**src/rtl/uart_tx_fifo.sv**
```systemverilog
// Byte-wide transmit FIFO feeding an 8N1 UART serializer.
// One clock, asynchronous active-high reset; the serial line idles high.
//
// state | meaning
// IDLE  | line high, waiting for the FIFO to hold a byte
// START | start bit (0) for CLK_DIV cycles
// DATA  | 8 data bits, LSB first, CLK_DIV cycles each
// STOP  | stop bit (1); on its last cycle, chain the next frame or go idle
module uart_tx_fifo #(
  parameter int CLK_DIV    = 5208,
  parameter int DEPTH_LOG2 = 3
) (
  input  logic       clk,
  input  logic       rst,
  input  logic       wr_en,
  input  logic [7:0] wr_data,
  output logic       full,
  output logic       empty,
  output logic       busy,
  output logic       UART_TXD
);

  localparam int                    DEPTH     = 1 << DEPTH_LOG2;
  localparam logic [DEPTH_LOG2:0]   DEPTH_CNT = (DEPTH_LOG2 + 1)'(DEPTH);
  localparam logic [DEPTH_LOG2:0]   CNT_ONE   = (DEPTH_LOG2 + 1)'(1);
  localparam logic [DEPTH_LOG2-1:0] PTR_ONE   = DEPTH_LOG2'(1);
  localparam logic [15:0]           BAUD_LAST = 16'(CLK_DIV - 1);

  typedef enum logic [1:0] {IDLE, START, DATA, STOP} state_t;

  logic [7:0]            mem [DEPTH];
  logic [DEPTH_LOG2-1:0] wr_ptr;
  logic [DEPTH_LOG2-1:0] rd_ptr;
  logic [DEPTH_LOG2:0]   count;

  state_t      state;
  logic [15:0] baud_cnt;
  logic [2:0]  bit_idx;
  logic [7:0]  shift_reg;

  logic push;
  logic pop;
  logic baud_done;

  assign full      = (count == DEPTH_CNT);
  assign empty     = (count == '0);
  assign busy      = (state != IDLE);
  assign push      = wr_en && !full;
  assign baud_done = (baud_cnt == BAUD_LAST);
  // Pops happen only from a non-empty FIFO, so a write into an empty FIFO
  // always waits one cycle before it can be launched.
  assign pop       = !empty && ((state == IDLE) || (state == STOP && baud_done));

  always_ff @(posedge clk) begin
    if (push) mem[wr_ptr] <= wr_data;
  end

  always_ff @(posedge clk or posedge rst) begin
    if (rst) begin
      wr_ptr <= '0;
      rd_ptr <= '0;
      count  <= '0;
    end else begin
      if (push) wr_ptr <= wr_ptr + PTR_ONE;
      if (pop)  rd_ptr <= rd_ptr + PTR_ONE;
      case ({push, pop})
        2'b10:   count <= count + CNT_ONE;
        2'b01:   count <= count - CNT_ONE;
        default: count <= count;
      endcase
    end
  end

  always_ff @(posedge clk or posedge rst) begin
    if (rst) begin
      state     <= IDLE;
      baud_cnt  <= '0;
      bit_idx   <= '0;
      shift_reg <= '0;
      UART_TXD  <= 1'b1;
    end else begin
      case (state)
        IDLE: begin
          baud_cnt <= '0;
          if (pop) begin
            state     <= START;
            bit_idx   <= '0;
            shift_reg <= mem[rd_ptr];
            UART_TXD  <= 1'b0;
          end
        end
        START: begin
          if (baud_done) begin
            state     <= DATA;
            baud_cnt  <= '0;
            bit_idx   <= '0;
            UART_TXD  <= shift_reg[0];
            shift_reg <= shift_reg >> 1;
          end else begin
            baud_cnt <= baud_cnt + 16'd1;
          end
        end
        DATA: begin
          if (baud_done) begin
            baud_cnt <= '0;
            if (bit_idx == 3'd7) begin
              state    <= STOP;
              UART_TXD <= 1'b1;
            end else begin
              bit_idx   <= bit_idx + 3'd1;
              UART_TXD  <= shift_reg[0];
              shift_reg <= shift_reg >> 1;
            end
          end else begin
            baud_cnt <= baud_cnt + 16'd1;
          end
        end
        STOP: begin
          if (baud_done) begin
            baud_cnt <= '0;
            bit_idx  <= '0;
            // Chain straight into the next start bit so frames sit back-to-back.
            if (pop) begin
              state     <= START;
              shift_reg <= mem[rd_ptr];
              UART_TXD  <= 1'b0;
            end else begin
              state    <= IDLE;
              UART_TXD <= 1'b1;
            end
          end else begin
            baud_cnt <= baud_cnt + 16'd1;
          end
        end
        default: begin
          state    <= IDLE;
          baud_cnt <= '0;
          bit_idx  <= '0;
          UART_TXD <= 1'b1;
        end
      endcase
    end
  end

endmodule

```
**config.mk**
```make
export PLATFORM = sky130hd
export DESIGN_NAME = uart_tx_fifo
export DESIGN_NICKNAME = d
export VERILOG_FILES = /design/src/rtl/uart_tx_fifo.sv
export SDC_FILE = /design/constraint.sdc
export NUM_CORES = 1
export LEC_CHECK = 0
export CAP_MARGIN = 5
export CORE_ASPECT_RATIO = 1.5
export CORE_MARGIN = 1.5
export CORE_UTILIZATION = 40
export CTS_BUF_LIST = sky130_fd_sc_hd__clkbuf_8
export CTS_CLUSTER_DIAMETER = 60
export DETAILED_ROUTE_END_ITERATION = 16
export SETUP_SLACK_MARGIN = 0.4
export SLEW_MARGIN = 20
export SYNTH_ARGS = -nofsm -noshare
export SYNTH_HDL_FRONTEND = slang
export SYNTH_SLANG_ARGS = --single-unit
```
**constraint.sdc**
```tcl
create_clock -name clk -period 6.24 [get_ports clk]
set_input_delay 0.624 -clock clk [delete_from_list [all_inputs] [get_ports clk]]
set_output_delay 0.624 -clock clk [all_outputs]
set_load 0.1 [all_outputs]
```
==> flow_summary_export.csv, run 1 <==
group,metric,value,unit
clocking,hold_buffers,0,
worst_setup_path,path_class,"reg -> out",
worst_setup_path,path_delay_family,"buffers and inverters",
placement,pre_cts_ws,3.042,ns
global_routing,grt_pass1_vias,2844,
routing,viasPerCell,5.398,
timing,setup_violations,0,
timing,skew,0.005583,ns
routing,post_drt_wl_per_cell,17.25,µm
finish,nFillCells,1079,
global_routing,grt_max_degree,41,
clocking,cts_tree,"built",
die,design.core.area,11530,µm²
placement,hpwl,6019,µm
die,core.rowCount,48,
timing,slew_viol_final,0,
power_and_ir_drop,power.density,280.5,nW/µm²
finish,seq_area,2924,µm²
placement,portBuffers,14,
worst_setup_path,end_kind,"output port",
die,fp.dieH,136.1,µm
yosys,synth_ff_type,"edfxtp_1",
status,status,"finished clean",
worst_hold_path,min_to,"UART_TXD$_DFFE_PP1P_",
worst_setup_path,slowest_stage,"clkdlybuf4s50_1",
worst_hold_path,min_path_type,"reg -> reg",
routing,first_iter_violations,107,
worst_setup_path,required,5.62,ns
timing,min_period_over_period,0.5771,
timing,rsz0062_at_grt,"false",
yosys,yosysSeqAreaShare,0.6189,
global_routing,grt_use_total,0.1512,
global_routing,grt_first_pass_wirelength,14060,µm
finish,drive_above_1_share,0.1342,
clocking,clk_latency,0.36,ns
worst_setup_path,cp_num_buf_inv,2,
yosys,synth_commonest_cells,"edfxtp_1, dfrtp_1, nor2_1",
placement,dpl_cell_area,5040,µm²
worst_setup_path,r2r_cells,11,
worst_setup_path,critPathLaunchType,"register",
clocking,cts_setup_buffers,0,
yosys,synth_top_area_cell,"edfxtp_1",
yosys,synthCells,342,
clocking,root_buffer,"clkbuf_8",
timing,finalHoldViolations,0,
global_routing,grt.overflow.total,0,
yosys,syn_nets,365,
placement,dp.cells,499,
clocking,ctsHtreeMaxLevel,3,
yosys,syn_area,4725,µm²
power_and_ir_drop,p_leak,0.001877,µW
yosys,ys.warnings.count,0,
worst_setup_path,worstPathMaxFanout,12,
placement,gp_congestion,0.7296,
timing,tns,0,ns
worst_setup_path,arrival,2.98,ns
job,cap_viol_max_count,0,
worst_setup_path,crit-reg2reg-launch,"baud_cnt[3]$_DFF_PP0_",
worst_hold_path,hold_depth,2,
finish,fin_nets,383,
finish,multi_input_area,1672,µm²
clocking,cts_made_buffers,9,
worst_setup_path,reg2reg_to,"count[2]$_DFFE_PP0P_",
power_and_ir_drop,max-vdd-ir-drop,0.1136,mV
worst_hold_path,hp-start,"UART_TXD$_DFFE_PP1P_",
die,fp.dieW,91.74,µm
worst_setup_path,cp_slowest_stage_delay,1.20,ns
clocking,cts.clk_slew.worst_paths,0.10,ns
yosys,avgSynthCellArea,13.81,µm²
finish,stdcell_area,5225,µm²
yosys,synth_top_area_frac,0.4068,
finish,syn_to_final_growth,10.59,%
die,io_pins,15,
worst_setup_path,worstPathCellList,"or4_1 -> inv_1 -> clkdlybuf4s50_1",
timing,fin_ws,2.639,ns
clocking,ctsResizeCount,0,
yosys,async_reset_ff_frac,0.3846,
yosys,synth_area_leaders,"edfxtp_1, dfrtp_1, mux4_2",
clocking,clk_path_buf_depth,2,
yosys,synth_edf_count,64,
routing,ant_nets,0,
finish,fin_cells,515,
die,initial_core_util,0.4097,
yosys,ys_ff_latch,104,
timing,tightest_slew,1.026,ns
worst_setup_path,reg2reg_setup_slack,3.29,ns
clocking,cts.sinks,104,
routing,vias,2780,
yosys,synth_cell_types,52,
timing,min_period,3.601,ns
timing,max-slew-margin-rel,0.3137,
die,die_area,12490,µm²
timing,fmax,277.7,MHz
yosys,yosysMostFrequentCell,"edfxtp_1",
routing,drt-total-wl,8882,µm
global_routing,antenna_found_initial,0,
routing,drc,0,
finish,antenna_cells,0,
routing,dr.pass1.iters,4,
finish,largest_reg_flops,64,
power by group:
part | switching (µW) | internal, µW | leakage (µW)
Sequential | 42.3 | 818 | 0.00108
Combinational | 133 | 77.8 | 0.000700
Clock | 241 | 153 | 0.0000936
layout by cell type (no fill, tap or decap), types with 7 or more instances in the layout:
cell and instances:
clkdlybuf4s50_1 14, nor2_1 24, edfxtp_1 64, nor3_1 10
nand2_1 14, nand2b_1 9, clkbuf_8 9, inv_1 18
nand4_1 7, nand3_1 9, xnor2_1 14, dfrtp_1 39
ha_1 12, a21oi_1 16, mux4_2 15
logic make-up (layout without fill, tap and decap cells):
kind of cell,after synthesis,in the layout,synth area share
flops,104,104,0.6189
simple gates,99,99,0.1136
compound gates,50,50,0.07654
buf+inv,32,55,0.02728
mux,27,27,0.09852
xor+xnor,18,18,0.03337
fa+ha+maj,12,12,0.03178
per-layer routing:
metal,wire [µm],part of all wire,up-vias,track usage
li1,-,-,1329,-
met1,3590,0.40,1383,0.1662
met2,4806,0.54,45,0.2720
met3,235,0.026,23,0.02964
met4,249,0.028,0,0.08376
met5,0,0,-,0
area by class of cell:
class	instances	share of cell area
Timing Repair Buffer	20	0.03544
Clock inverter	7	0.01173
Clock buffer	9	0.02371
Inverter	19	0.01365
Sequential cell	104	0.5596
Multi-Input combinational cell	206	0.3199
Tap cell	150	0.03592
worst reg2reg max path, cell delays in order, from the launching register on:
cell and delay [ns]:
dfrtp_1 0.47, nor4b_1 0.44, and4_1 0.41, nand2_1 0.12, a21oi_1 0.30, ha_1 0.33, xor2_1 0.10, ha_1 0.18
a21oi_1 0.15, xor2_1 0.16, nor2_1 0.07, xnor2_1 0.12
stage by stage:
| step | hold slack (ns) | total power, µW | utilization |
|---|---|---|---|
| 6_report | 0.4792 | 1465 | 0.4531 |
| 3_3_place_gp | 0.4652 | 1081 | 0.4371 |
| 3_5_place_dp | 0.4650 | 1090 | 0.4371 |
| 5_1_grt | 0.5090 | 1538 | 0.4531 |
| 4_1_cts | 0.4802 | 1486 | 0.4531 |
| 2_1_floorplan | 0.4474 | 1021 | - |
worst max-delay path by stage:
stage | to | slack [ns] | cells past startpoint | start
2_1_floorplan | count[2]$_DFFE_PP0P_ | 3.01 | 12 | state[0]$_DFFE_PP0P_
3_3_place_gp | empty | 3.07 | 3 | count[1]$_DFFE_PP0P_
3_5_place_dp | empty | 3.04 | 3 | count[1]$_DFFE_PP0P_
4_1_cts | empty | 2.62 | 3 | count[1]$_DFFE_PP0P_
5_1_grt | empty | 2.51 | 3 | count[1]$_DFFE_PP0P_
6_report | empty | 2.64 | 3 | count[1]$_DFFE_PP0P_
Power figures use the tool's default switching activity.
==> run 2, diff against run 1 <==
==> constraint.sdc (replaced) <==
create_clock -name clk -period 3.5 [get_ports clk]
set_input_delay 0.35 -clock clk [delete_from_list [all_inputs] [get_ports clk]]
set_output_delay 0.35 -clock clk [all_outputs]
set_load 0.1 [all_outputs]
==> run 2 against run 1 <==
Clock-buffer cell count stayed put; flip-flop and latch count stayed put; first-iteration DRC count is 57% higher; critical path depth is 7 higher; routed wire length is 1.2% higher; sequential share of layout area is 0.52 points lower; sequential power is 78% higher; largest power group unchanged; highest routed layer unchanged.
==> flow_summary_export.csv, run 2 (synthesized netlist as in run 1, its figures left out) <==
group,metric,value,unit
power_and_ir_drop,power_switching,744.6,µW
global_routing,antenna_found_initial,0,
timing,min_period,2.769,ns
clocking,cts.sinks,104,
status,status,"finished clean",
global_routing,grt.overflow.total,0,
clocking,ctsResizeCount,0,
timing,tightest_slew,0.9612,ns
placement,dp.cells,504,
power_and_ir_drop,pwr-share-clk,0.285,
clocking,cts_tree,"built",
routing,dr.pass1.iters,4,
clocking,hold_buffers,0,
global_routing,grt_max_degree,41,
clocking,ctsHtreeMaxLevel,3,
die,fp.dieW,91.74,µm
placement,gp_congestion,0.8638,
clocking,cts_made_buffers,9,
timing,fmax,361.2,MHz
timing,slew_viol_final,0,
routing,ant_nets,0,
timing,max-slew-margin-rel,0.3572,
job,cap_viol_max_count,0,
worst_setup_path,required,3.77,ns
routing,vias,2824,
timing,setup_violations,0,
finish,fin_cells,520,
power_and_ir_drop,netSwitchingFraction,0.2765,
power_and_ir_drop,seqPwrFrac,0.570,
finish,drive_above_1_share,0.1541,
worst_setup_path,path_class,"reg -> reg",
finish,fin_nets,388,
timing,tns,0,ns
timing,min_period_over_period,0.7910,
timing,finalHoldViolations,0,
worst_setup_path,worstPathCellList,"or4_1 -> inv_1 -> a21oi_1 -> ha_1 -> xor2_1 -> ha_1 -> a21oi_1 -> xor2_1 -> nor2_1 -> xnor2_1",
power_and_ir_drop,max-vdd-ir-drop,0.2265,mV
die,fp.dieH,136.1,µm
routing,post_drt_wl_per_cell,17.28,µm
clocking,cts_setup_buffers,0,
routing,drt-total-wl,8985,µm
worst_setup_path,crit-reg2reg-launch,"count[1]$_DFFE_PP0P_",
placement,portBuffers,14,
timing,hold_ws,0.3987,ns
global_routing,grt_use_total,0.1561,
worst_setup_path,cp_slowest_stage_delay,0.68,ns
clocking,clk_latency,0.37,ns
worst_setup_path,reg2reg_setup_slack,0.73,ns
routing,viasPerCell,5.431,
worst_setup_path,critPathLaunchType,"register",
timing,rsz0062_at_grt,"false",
worst_setup_path,arrival,3.04,ns
routing,first_iter_violations,168,
timing,skew,0.01337,ns
die,io_pins,15,
clocking,clk_path_buf_depth,2,
finish,mostFrequentLayoutCells,"edfxtp_1, dfrtp_1, nor2_1, inv_1, a21oi_1",
clocking,root_buffer,"clkbuf_8",
worst_setup_path,slowest_stage,"or4_1",
die,design.core.area,11530,µm²
global_routing,grt_first_pass_wirelength,14980,µm
power_and_ir_drop,pwr-share-comb,0.145,
global_routing,grt_pass1_vias,2942,
power_and_ir_drop,power.density,510.6,nW/µm²
finish,final_common_cell,"edfxtp_1",
worst_setup_path,r2r_cells,10,
worst_setup_path,end_kind,"register",
worst_setup_path,reg2reg_to,"count[2]$_DFFE_PP0P_",
routing,drc,0,
placement,hpwl,6361,µm
finish,syn_to_final_growth,11.63,%
die,core.rowCount,48,
power_and_ir_drop,p_leak,0.001913,µW
worst_hold_path,min_path_type,"in -> async",
power_and_ir_drop,p_int,1948,µW
worst_setup_path,worstPathMaxFanout,12,
die,initial_core_util,0.4097,
clocking,cts.clk_slew.worst_paths,0.10,ns
die,die_area,12490,µm²
finish,antenna_cells,0,
finish,largest_reg_flops,64,
-- run 2: changes by cell type in the layout (fill, tap and decap cells not counted), sizes merged --
cell and change:
buf +8, inv -1, bufinv +1, clkdlybuf4s50 -3
-- run 2: power groups by stage --
stage               Sequential (µW)  Clock, µW  Combinational (µW)
floorplan                      1540          0                 280
global placement               1550          0                 387
detailed placement             1560          0                 400
CTS                            1540        782                 401
global route                   1550        833                 433
finish                         1530        767                 391
-- run 2: worst max path at each step --
stage                           start                    to
6_report         count[1]$_DFFE_PP0P_  count[2]$_DFFE_PP0P_
5_1_grt        baud_cnt[11]$_DFF_PP0_  count[2]$_DFFE_PP0P_
4_1_cts          count[1]$_DFFE_PP0P_  count[2]$_DFFE_PP0P_
3_5_place_dp                    wr_en  count[2]$_DFFE_PP0P_
3_3_place_gp     count[1]$_DFFE_PP0P_  count[2]$_DFFE_PP0P_
2_1_floorplan    state[0]$_DFFE_PP0P_  count[2]$_DFFE_PP0P_
-- run 2: area by class of cell --
class / count / area, µm²
inverters: 19 / 72.57
fillers: 1072 / 6257
well taps: 150 / 187.7
repair buffers: 25 / 215.2
clock inverters: 7 / 78.83
flip-flops and latches: 104 / 2924
multi-input cells: 206 / 1672
clock buffers: 9 / 123.9
-- run 2: stage by stage --
step                      setup slack, ns  instance area, µm²  power (µW)    util
after floorplan                    0.7486                4726        1821       -
after global placement             0.8007                5071        1942  0.4398
after detailed placement           0.7270                5071        1963  0.4398
after CTS                          0.7280                5274        2721  0.4574
after global routing               0.5107                5274        2819  0.4574
final                              0.7314                5274        2693  0.4574
-- run 2: metal layers --
layer,GRT usage,up-vias,routed length (µm)
met4,0.05812,0,178
li1,-,1335,-
met5,0,-,0
met2,0.2832,60,4948
met1,0.1848,1416,3597
met3,0.02629,13,261
-- run 2: worst max-delay path: cells and delay by family (launching register included) --
| family | cells | cell delay [ns] |
|---|---|---|
| AO/OA/AOI/OAI | 2 | 0.25 |
| buffers and inverters | 1 | 0.31 |
| AND/OR/NAND/NOR | 2 | 0.74 |
| adder cells (fa/ha/maj) | 2 | 0.47 |
| flip-flops | 1 | 0.46 |
| XOR/XNOR | 3 | 0.45 |
==> run 3, diff against run 2 <==
==> constraint.sdc (replaced) <==
create_clock -name clk -period 2.3 [get_ports clk]
set_input_delay 0.23 -clock clk [delete_from_list [all_inputs] [get_ports clk]]
set_output_delay 0.23 -clock clk [all_outputs]
set_load 0.1 [all_outputs]
==> run 3 against run 2 <==
Clock power grew 67%; first-iteration DRC count shrank 4.2%; sequential share of layout area shrank 6.8 points; largest cell class unchanged.
==> flow_summary_export.csv, run 3 (synthesized netlist as in run 1, its figures left out) <==
group,metric,value,unit
clocking,ctsHtreeMaxLevel,3,
worst_setup_path,critPathLaunchType,"register",
die,design.core.area,11530,µm²
finish,antenna_cells,0,
power_and_ir_drop,p_leak,0.002294,µW
timing,slew_viol_final,0,
placement,dpl_cell_area,5400,µm²
global_routing,antenna_found_initial,0,
power_and_ir_drop,power.density,734.5,nW/µm²
clocking,root_buffer,"clkbuf_8",
power_and_ir_drop,max-vdd-ir-drop,0.5586,mV
worst_setup_path,end_kind,"register",
routing,vias,3065,
routing,drc,0,
placement,dp.cells,536,
finish,largest_reg_flops,64,
routing,dr.pass1.iters,4,
die,fp.dieH,136.1,µm
timing,min_period,2.223,ns
timing,setup_violations,0,
status,status,"finished clean",
die,io_pins,15,
routing,viasPerCell,5.340,
global_routing,top_usage_layer,"met2",
finish,mostFrequentLayoutCells,"edfxtp_1, buf_4, dfrtp_1, nor2_1",
global_routing,grt_use_total,0.1646,
global_routing,grt_pass1_vias,3090,
die,core.rowCount,48,
finish,stdcell_area,6008,µm²
die,fp.dieW,91.74,µm
global_routing,met1_usage,0.1890,
timing,max-slew-margin-rel,0.4608,
timing,fmax,449.8,MHz
worst_setup_path,required,2.62,ns
worst_setup_path,path_class,"reg -> reg",
routing,ant_nets,0,
clocking,clk_path_buf_depth,2,
global_routing,use_met3,0.01957,
routing,post_drt_wl_per_cell,17.25,µm
finish,nFillCells,1000,
clocking,clk_latency,0.39,ns
worst_setup_path,arrival,2.54,ns
timing,min_period_over_period,0.9665,
routing,drt-total-wl,9901,µm
finish,fin_util,0.5211,
finish,final_common_cell,"edfxtp_1",
finish,fin_nets,442,
placement,gp_congestion,0.7757,
global_routing,grt_first_pass_wirelength,15610,µm
global_routing,met2_usage,0.3035,
placement,hpwl,6641,µm
clocking,cts_tree,"built",
die,die_area,12490,µm²
job,cap_viol_max_count,0,
finish,fin_cells,574,
die,initial_core_util,0.4097,
timing,rsz0062_at_grt,"true",
timing,hold_ws,0.2021,ns
timing,finalHoldViolations,0,
placement,portBuffers,14,
worst_setup_path,worstPathMaxFanout,2,
global_routing,grt.overflow.total,0,
finish,syn_to_final_growth,27.17,%
clocking,cts_made_buffers,9,
worst_hold_path,min_path_type,"in -> async",
timing,skew,0.02147,ns
routing,first_iter_violations,161,
clocking,cts.clk_slew.worst_paths,0.11,ns
finish,drive_above_1_share,0.3396,
timing,tightest_slew,0.8038,ns
clocking,cts.sinks,104,
clocking,hold_buffers,0,
global_routing,grt_max_degree,22,
power_and_ir_drop,power.total,4413,µW
run 3: timing repair:
action / 4_1_cts / 5_1_grt
buffers inserted: 9 / 11
endpoints found under the setup margin: 33 / 71
resized for setup: 26 / 27
pin swaps: 12 / 20
gates cloned: 1 / 1
endpoints found under the hold margin: 0 / 0
run 3: critical path: stages, from the launching register on:
cell and delay, ns:
dfrtp_1 0.41, nor4b_4 0.33, and4_4 0.30, nand2_4 0.06, a21oi_4 0.15, ha_4 0.15
xor2_1 0.14, ha_2 0.19, a21oi_2 0.04, xor2_1 0.14, nor2_1 0.13, xnor2_1 0.12
run 3: per-layer routing:
layer | wire length, µm | part of all wire | vias to the layer above
met5 | 0 | 0 | -
met4 | 239 | 0.024 | 0
met3 | 206 | 0.021 | 19
met2 | 5392 | 0.54 | 45
met1 | 4063 | 0.41 | 1554
li1 | - | - | 1447
run 3: final timing paths:
kind | from | end | slack, ns | cells past startpoint
worst max-delay path | baud_cnt[14]$_DFF_PP0_ | count[2]$_DFFE_PP0P_ | 0.08 | 11
worst min-delay path | rst | bit_idx[1]$_DFFE_PP0P_ | 0.20 | 2
worst max register to register | baud_cnt[14]$_DFF_PP0_ | count[2]$_DFFE_PP0P_ | 0.08 | 11
worst min register to register | UART_TXD$_DFFE_PP1P_ | UART_TXD$_DFFE_PP1P_ | 0.49 | 2
max in group asynchronous | rst | state[0]$_DFFE_PP0P_ | 1.47 | 3
min in group clk | UART_TXD$_DFFE_PP1P_ | UART_TXD$_DFFE_PP1P_ | 0.49 | 2
run 3: cell type report:
type	count	area, µm²	area share
Clock buffer	9	123.9	0.02062
Clock inverter	7	102.6	0.01708
Inverter	19	78.83	0.01312
Multi-Input combinational cell	206	1881	0.3130
Sequential cell	104	2924	0.4867
Tap cell	150	187.7	0.03124
Timing Repair Buffer	79	710.7	0.1183
run 3: stage by stage:
stage          setup TNS (ns)  setup slack (ns)
3_5_place_dp         -0.06500          -0.06500
4_1_cts                     0           0.04561
3_3_place_gp         -0.04620          -0.04620
2_1_floorplan        -0.08921          -0.08056
6_report                    0           0.07702
5_1_grt              -0.01622          -0.01622
run 3: power breakdown:
group | total [µW] | internal, µW | switching (µW)
logic | 804 | 365 | 439
clock network | 1280 | 624 | 656
registers | 2330 | 2220 | 112
